`config.mk`:
```
export PLATFORM = sky130hd
export DESIGN_NAME = vga_timing_gen_flat
export DESIGN_NICKNAME = d
export VERILOG_FILES = /design/src/rtl/vga_timing_gen_if.sv /design/src/rtl/vga_timing_gen.sv /design/src/flat_wrapper.sv
export SDC_FILE = /design/constraint.sdc
export NUM_CORES = 1
export LEC_CHECK = 0
export ABC_CLOCK_PERIOD_IN_PS = 3280
export BUFFER_PORTS_ARGS = -buffer_cell sky130_fd_sc_hd__buf_4
export CAP_MARGIN = 20
export CORE_MARGIN = 3
export CORE_UTILIZATION = 45
export DETAILED_ROUTE_END_ITERATION = 6
export GPL_TIMING_DRIVEN = 0
export PLACE_DENSITY = 0.71
export SETUP_SLACK_MARGIN = 0.05
export SLEW_MARGIN = 20
export SYNTH_ARGS = -nofsm -noshare
export SYNTH_HDL_FRONTEND = slang
export SYNTH_SLANG_ARGS = --single-unit
```
`constraint.sdc`:
```
create_clock -name Clk -period 3.28 [get_ports Clk]
set_input_delay 0.164 -clock Clk [delete_from_list [all_inputs] [get_ports Clk]]
set_output_delay 0.164 -clock Clk [all_outputs]
set_load 0.01 [all_outputs]
```
`src/rtl/vga_timing_gen_if.sv`:
```
// Raster timing bundle between vga_timing_gen and its consumers:
// color_mapper (DrawX/DrawY/Blank) and the VGA connector (hs/vs).
interface vga_timing_gen_if;
  logic       pixel_en;
  logic [9:0] DrawX;
  logic [9:0] DrawY;
  logic       hs;
  logic       vs;
  logic       Blank;
  logic       frame_start;
  logic       vblank;

  modport master (
    output pixel_en, DrawX, DrawY, hs, vs, Blank, frame_start, vblank
  );

  modport slave (
    input  pixel_en, DrawX, DrawY, hs, vs, Blank, frame_start, vblank
  );
endinterface

```
`src/rtl/vga_timing_gen.sv`:
```
// VGA raster timing generator: pixel-rate strobe, h/v counters and decoded
// sync/blank/frame markers, every output registered.
module vga_timing_gen #(
  parameter int H_ACTIVE = 640,
  parameter int H_FP     = 16,
  parameter int H_SYNC   = 96,
  parameter int H_BP     = 48,
  parameter int V_ACTIVE = 480,
  parameter int V_FP     = 10,
  parameter int V_SYNC   = 2,
  parameter int V_BP     = 33,
  parameter int CLK_DIV  = 2
) (
  input  logic               Clk,
  input  logic               Reset,
  vga_timing_gen_if.master   vga
);

  localparam int H_TOTAL = H_ACTIVE + H_FP + H_SYNC + H_BP;
  localparam int V_TOTAL = V_ACTIVE + V_FP + V_SYNC + V_BP;
  localparam int DIV_W   = (CLK_DIV > 1) ? $clog2(CLK_DIV) : 1;

  localparam logic [DIV_W-1:0] DIV_LAST = DIV_W'(CLK_DIV - 1);
  localparam logic [9:0] H_LAST   = 10'(H_TOTAL - 1);
  localparam logic [9:0] V_LAST   = 10'(V_TOTAL - 1);
  localparam logic [9:0] H_ACT    = 10'(H_ACTIVE);
  localparam logic [9:0] V_ACT    = 10'(V_ACTIVE);
  localparam logic [9:0] HS_START = 10'(H_ACTIVE + H_FP);
  localparam logic [9:0] HS_END   = 10'(H_ACTIVE + H_FP + H_SYNC);
  localparam logic [9:0] VS_START = 10'(V_ACTIVE + V_FP);
  localparam logic [9:0] VS_END   = 10'(V_ACTIVE + V_FP + V_SYNC);

  function automatic logic in_span(logic [9:0] v, logic [9:0] lo, logic [9:0] hi);
    return (v >= lo) && (v < hi);
  endfunction

  logic [DIV_W-1:0] div;
  logic             div_wrap;
  logic             h_wrap;
  logic             frame_wrap;
  logic [9:0]       hc_nxt;
  logic [9:0]       vc_nxt;

  // Next raster position; decode below uses it so sync/blank never lag the coordinates.
  always_comb begin
    div_wrap   = (div == DIV_LAST);
    h_wrap     = (vga.DrawX == H_LAST);
    frame_wrap = h_wrap && (vga.DrawY == V_LAST);
    hc_nxt     = h_wrap ? 10'd0 : vga.DrawX + 10'd1;
    vc_nxt     = vga.DrawY;
    if (h_wrap) begin
      vc_nxt = (vga.DrawY == V_LAST) ? 10'd0 : vga.DrawY + 10'd1;
    end
  end

  always_ff @(posedge Clk) begin
    if (!Reset) begin
      div             <= '0;
      vga.pixel_en    <= 1'b0;
      vga.DrawX       <= 10'd0;
      vga.DrawY       <= 10'd0;
      vga.hs          <= 1'b1;
      vga.vs          <= 1'b1;
      vga.Blank       <= 1'b1;
      vga.frame_start <= 1'b0;
      vga.vblank      <= 1'b0;
    end else begin
      div             <= div_wrap ? '0 : div + DIV_W'(1);
      vga.pixel_en    <= div_wrap;
      vga.frame_start <= div_wrap && frame_wrap;
      if (div_wrap) begin
        vga.DrawX  <= hc_nxt;
        vga.DrawY  <= vc_nxt;
        vga.hs     <= !in_span(hc_nxt, HS_START, HS_END);
        vga.vs     <= !in_span(vc_nxt, VS_START, VS_END);
        vga.Blank  <= (hc_nxt < H_ACT) && (vc_nxt < V_ACT);
        vga.vblank <= (vc_nxt >= V_ACT);
      end
    end
  end

endmodule
```
`src/flat_wrapper.sv`:
```
// flat-port wrapper written by rule: the top's interface ports become plain ports
module vga_timing_gen_flat 
#(
  parameter int H_ACTIVE = 640,
  parameter int H_FP     = 16,
  parameter int H_SYNC   = 96,
  parameter int H_BP     = 48,
  parameter int V_ACTIVE = 480,
  parameter int V_FP     = 10,
  parameter int V_SYNC   = 2,
  parameter int V_BP     = 33,
  parameter int CLK_DIV  = 2
)
  (Clk, Reset, vga_pixel_en, vga_DrawX, vga_DrawY, vga_hs, vga_vs, vga_Blank, vga_frame_start, vga_vblank);
  vga_timing_gen_if vga_i ();
  input  logic Clk;
  input  logic Reset;
  output wire logic [$bits(vga_i.pixel_en)-1:0] vga_pixel_en;
  output wire logic [$bits(vga_i.DrawX)-1:0] vga_DrawX;
  output wire logic [$bits(vga_i.DrawY)-1:0] vga_DrawY;
  output wire logic [$bits(vga_i.hs)-1:0] vga_hs;
  output wire logic [$bits(vga_i.vs)-1:0] vga_vs;
  output wire logic [$bits(vga_i.Blank)-1:0] vga_Blank;
  output wire logic [$bits(vga_i.frame_start)-1:0] vga_frame_start;
  output wire logic [$bits(vga_i.vblank)-1:0] vga_vblank;
  assign vga_pixel_en = vga_i.pixel_en;
  assign vga_DrawX = vga_i.DrawX;
  assign vga_DrawY = vga_i.DrawY;
  assign vga_hs = vga_i.hs;
  assign vga_vs = vga_i.vs;
  assign vga_Blank = vga_i.Blank;
  assign vga_frame_start = vga_i.frame_start;
  assign vga_vblank = vga_i.vblank;
  vga_timing_gen #(.H_ACTIVE(H_ACTIVE), .H_FP(H_FP), .H_SYNC(H_SYNC), .H_BP(H_BP), .V_ACTIVE(V_ACTIVE), .V_FP(V_FP), .V_SYNC(V_SYNC), .V_BP(V_BP), .CLK_DIV(CLK_DIV)) u_core (.Clk(Clk), .Reset(Reset), .vga(vga_i));
endmodule
```
==> results of run 1 <==
-- logic make-up (layout without fill, tap and decap cells) --
family                     Yosys count  count (layout)  synth area share
buffers and inverters               19              50            0.0772
muxes                                2               2            0.0126
and+or+nand+nor                     88              88             0.308
adders and majority gates            5               5            0.0378
AOI/OAI and AO/OA                   41              41             0.180
DFF                                 27              27             0.340
xor gates and xnor gates             8               8            0.0441
-- routing by layer --
layer  routed length, µm  part of all wire  track usage  up-vias
li1                    -                 -            -      746
met1                1650              0.43        0.257      715
met2                1910              0.50        0.329       55
met3                 227             0.059       0.0205        6
met4                  40             0.010       0.0648        0
met5                   0                 0            0        -
-- sequential cells by signal, summed over array words and instances (netlist names) --
| register | cells |
|---|---|
| u_core.vga.vblank | 1 |
| u_core.vga.vs | 1 |
| u_core.vga.frame_start | 1 |
| u_core.vga.Blank | 1 |
| u_core.div | 1 |
| u_core.vga.hs | 1 |
| u_core.vga.DrawX | 10 |
| u_core.vga.DrawY | 10 |
| u_core.vga.pixel_en | 1 |
-- power by group --
| group | switching (mW) | total, mW | internal, mW |
|---|---|---|---|
| clock network | 0.0972 | 0.145 | 0.0477 |
| registers | 0.00831 | 0.342 | 0.333 |
| logic | 0.0207 | 0.0358 | 0.0152 |
-- stage by stage --
step | total power, mW | cells | setup slack [ns] | hold slack (ns) | util
6_report | 0.522 | 265 | 0.425 | 0.122 | 0.585
3_5_place_dp | 0.385 | 261 | 0.459 | 0.473 | 0.577
2_1_floorplan | 0.368 | 190 | 0.606 | 0.292 | -
5_1_grt | 0.545 | 265 | 0.274 | 0.123 | 0.585
3_3_place_gp | 0.384 | 261 | 0.494 | 0.457 | 0.577
4_1_cts | 0.527 | 265 | 0.413 | 0.122 | 0.585
-- layout by cell type (no fill, tap or decap), types with 2 or more instances in the layout --
cell type and n:
buf_4 28, dfxtp_1 27, nand2_1 24, a21boi_0 4, inv_1 10, clkbuf_8 4
nor3_1 9, xor2_1 4, xnor2_1 4, o21ai_0 10, o41ai_1 2, a21oi_1 5
nor2b_1 6, and3_2 2, nor2_1 11, o21a_1 2, or3_1 3, nand3_1 9
and2_1 6, o31ai_1 4, ha_1 4, mux2i_1 2, a31oi_1 2, nand4_1 4
clkbuf_1 4, clkbuf_4 3, or2_2 2
-- synthesized netlist by cell type (5+ instances only) --
cell type | number | area (µm²)
a21oi_1 | 5 | 25.0
and2_1 | 6 | 37.5
dfxtp_1 | 27 | 541
inv_1 | 10 | 37.5
nand2_1 | 24 | 90.1
nand3_1 | 9 | 45.0
nor2_1 | 11 | 41.3
nor2b_1 | 6 | 37.5
nor3_1 | 9 | 45.0
o21ai_0 | 10 | 50.1
-- layout make-up --
type | count | area share
multi-input cells | 144 | 0.494
plain buffers | 9 | 0.0454
inverters | 10 | 0.0200
well taps | 44 | 0.0294
clock buffers | 4 | 0.0140
flip-flops and latches | 27 | 0.289
repair buffers | 27 | 0.108
-- worst max-delay path, cell delays in order (launching register included) --
cell,delay (ns)
dfxtp_1,0.48
ha_1,0.25
and4_2,0.30
nand3_2,0.13
or4_4,0.54
a221o_1,0.37
or3_1,0.35
o32a_1,0.33
-- final timing paths --
| kind | from | endpoint | cells past startpoint |
|---|---|---|---|
| max | u_core.vga.DrawX[0]$_SDFFE_PN0P_ | u_core.vga.vs$_SDFFE_PN1P_ | 7 |
| min | Reset | u_core.vga.DrawX[1]$_SDFFE_PN0P_ | 2 |
| max reg2reg | u_core.vga.DrawX[0]$_SDFFE_PN0P_ | u_core.vga.vs$_SDFFE_PN1P_ | 7 |
| min reg2reg | u_core.vga.vblank$_SDFFE_PN0P_ | u_core.vga.vblank$_SDFFE_PN0P_ | 2 |
==> impl_metrics.tcl, run 1 <==
set metrics [dict create \
    seq_area_um2 541 \
    maxSlewHeadroom 0.416 \
    critPathArrivalTime_ns 3.08 \
    cp_max_fo 7 \
    synthCells 190 \
    fillers 319 \
    dpl.hpwl_um 2870 \
    grt-ovfl-total 0 \
    post_cts.repair.setup_buffers 0 \
    insertion_delay_ns 0.33 \
    post-route-period-util 0.870 \
    skew_ns 0.00823 \
    seq_area_frac_synth 0.340 \
    synth_cell_types 52 \
    maxCapViolations 0 \
    async_reset_ff_frac 0 \
    tns_ns 0 \
    num_rows 20 \
    endpoint_kind "register" \
    p_leak_nw 0.716 \
    reg2reg_slack_ns 0.43 \
    netlist_area_mm2 0.00159 \
    vias 1522 \
    min_period_ns 2.85 \
    final_area_mm2 0.00187 \
    drt-pass1-iter-count 4 \
    antenna_found_initial 0 \
    cts_sinks 27 \
    status "finished, final reports clean" \
    grt_first_pass_wirelength_um 6630 \
    dieWidth_um 65.4 \
    worstSetupStartpointType "register" \
    cts_max_path_buffers 2 \
    die_h_um 65.4 \
    gp_congestion 0.894 \
    grtUsageTotal 0.194 \
    port_buffers 27 \
    yosys_warnings 0 \
    worstHoldPathType "in2reg" \
    rsz0062_at_grt "no" \
    ys_ff_latch 27 \
    grt_max_degree 15 \
    syn_to_final_growth_pct 17.9 \
    ant_nets 0 \
    synth_nets 196 \
    vdd_drop_max_mv 0.192 \
    multi_input_area_um2 926 \
    core_mm2 0.00320 \
    tightest_slew_ns 0.867 \
    wirelength_um 3830 \
    placed_cell_area_mm2 0.00185 \
    wl_per_cell_um 14.4 \
    vias_per_cell 5.74 \
    synth_edf_count 0 \
    cts_root_buffer "clkbuf_4" \
    cts_buffers 3 \
    diodes 0 \
    fp.dieArea_mm2 0.00428 \
    finalNetCount 228 \
    cts_resized 0 \
    holdBufCountCts 0 \
    grt_pass1_vias 1393 \
    cts_tree "done" \
    cts_max_level 1 \
    drtIter0Drc 159 \
    final_layout_size_suffix_gt1_frac 0.213 \
    slew_viol_final 0 \
    drcViolationCount 0 \
    clkSlewWorstSetupHoldPaths_ns 0.15 \
    synthFlopType "dfxtp_1" \
    power_density_mw_per_mm2 279 \
    avgSynthCellArea_um2 8.36 \
    required_ns 3.51 \
    fmax_mhz 350 \
    path_class "reg2reg" \
    hold_violations 0 \
    io_pins 28 \
    setup_viol 0 \
    initial_utilization 0.496 \
]
Power figures use the tool's default switching activity.
==> run 2, diff against run 1 <==
BUFFER_PORTS_ARGS = default   (was -buffer_cell sky130_fd_sc_hd__buf_4)
DONT_BUFFER_PORTS = 1   (was default)
PLACE_DENSITY = 0.65   (was 0.71)
==> impl_metrics.tcl, run 2 (same netlist as run 1, synthesis figures left out) <==
set metrics [dict create \
    status "finished, final reports clean" \
    port_buffers 0 \
    insertion_delay_ns 0.33 \
    vias_per_cell 5.92 \
    slew_viol_final 0 \
    antenna_found_initial 0 \
    initial_utilization 0.496 \
    crit_path_start "u_core.vga.DrawX[0]$_SDFFE_PN0P_" \
    skew_ns 0.00601 \
    post_cts.repair.setup_buffers 0 \
    cts_tree "done" \
    dieWidth_um 65.4 \
    syn_to_final_growth_pct 5.83 \
    finalNetCount 202 \
    vias 1416 \
    worstSetupStartpointType "register" \
    tns_ns 0 \
    io_pins 28 \
    cts_resized 0 \
    clkSlewWorstSetupHoldPaths_ns 0.15 \
    cts_max_level 1 \
    min_period_ns 2.91 \
    endpoint_kind "register" \
    num_rows 20 \
    diodes 0 \
    r2r-start "u_core.vga.DrawX[0]$_SDFFE_PN0P_" \
    fp.dieArea_mm2 0.00428 \
    drt-pass1-iter-count 4 \
    ant_nets 0 \
    tightest_slew_ns 0.876 \
    drtIter0Drc 127 \
    dpl.hpwl_um 2790 \
    final_cell_mix "dfxtp_1, nand2_1, nor2_1" \
    p_leak_nw 0.581 \
    grt_pass1_vias 1319 \
    hold_slack_ns 0.103 \
    post-route-period-util 0.889 \
    grtUsageTotal 0.193 \
    holdBufCountCts 1 \
    worstHoldPathType "in2reg" \
    critPathArrivalTime_ns 3.15 \
    p_total_mw 0.520 \
    cts_max_path_buffers 2 \
    setup_viol 0 \
    maxCapViolations 0 \
    gp_congestion 0.884 \
    cts_buffers 3 \
    vdd_drop_max_mv 0.154 \
    crit_path_max_incr_delay_ns 0.55 \
    fmax_mhz 343 \
    cp_max_fo 7 \
    cts_sinks 27 \
    grt_first_pass_wirelength_um 6530 \
    grt_max_degree 16 \
    maxSlewHeadroom 0.411 \
    critPathTopFamily "simple AND/OR/NAND/NOR gates" \
    core_mm2 0.00320 \
    top_regs "u_core.vga.DrawX x10, u_core.vga.DrawY x10" \
    critPathBufInv 0 \
    final_layout_size_suffix_gt1_frac 0.108 \
    wl_per_cell_um 16.0 \
    required_ns 3.52 \
    rsz0062_at_grt "no" \
    drcViolationCount 0 \
    cts_root_buffer "clkbuf_4" \
    die_h_um 65.4 \
    path_class "reg2reg" \
    layout_commonest_cell "dfxtp_1" \
    wirelength_um 3830 \
    cp_cell_sequence "ha_1 -> and4_2 -> nand3_2 -> or4_4 -> a221o_1 -> or3_1 -> o32a_1" \
    grt-ovfl-total 0 \
    worst_hold_startpoint "Reset" \
    crit_slowest_cell "or4_4" \
    hold_violations 0 \
    power_density_mw_per_mm2 309 \
]
[run 2: changes by cell type in the layout (fill, tap and decap cells not counted)]
cell           delta
buf_4            -27
clkinv_2          +1
dlygate4sd3_1     +1
clkbuf_1          -1
[run 2: stage by stage]
stage / utilization / setup WS, ns / cell area, µm² / instances
final: 0.525 / 0.365 / 1680 / 239
after CTS: 0.525 / 0.371 / 1680 / 239
after detailed placement: 0.513 / 0.411 / 1640 / 234
after floorplan: - / 0.606 / 1590 / 190
after global placement: 0.513 / 0.395 / 1640 / 234
after global routing: 0.525 / 0.200 / 1680 / 239
[run 2: worst reg2reg max path: stages (launching register included)]
cell and delay (ns):
dfxtp_1 0.51, ha_1 0.26, and4_2 0.30, nand3_2 0.13
or4_4 0.55, a221o_1 0.39, or3_1 0.36, o32a_1 0.32
[run 2: worst paths after layout]
path	end	cells past startpoint	slack [ns]
hold reg to reg	u_core.vga.vblank$_SDFFE_PN0P_	2	0.55
hold / removal	u_core.vga.frame_start$_SDFF_PN0_	2	0.10
setup / recovery	u_core.vga.vs$_SDFFE_PN1P_	7	0.37
setup reg to reg	u_core.vga.vs$_SDFFE_PN1P_	7	0.37
[run 2: area by class of cell]
type	count	area (µm²)
tap	44	55.1
clock inverter	1	5.00
timing repair buffer	1	10.0
multi-input combinational	144	926
fill	344	1520
inverter	10	37.5
sequential	27	541
buffer	9	85.1
clock buffer	3	22.5
[run 2: per-layer routing]
metal	up-vias	part of all wire	track usage
met1	662	0.49	0.272
met4	0	0.011	0.0622
li1	697	-	-
met3	6	0.080	0.0496
met2	51	0.42	0.284
met5	-	0	0
[run 2: power by group]
group | internal (mW) | leakage, nW | switching, mW | total (mW)
logic | 0.0101 | 0.344 | 0.0170 | 0.0271
registers | 0.334 | 0.219 | 0.0105 | 0.344
clock network | 0.0458 | 0.0177 | 0.103 | 0.149
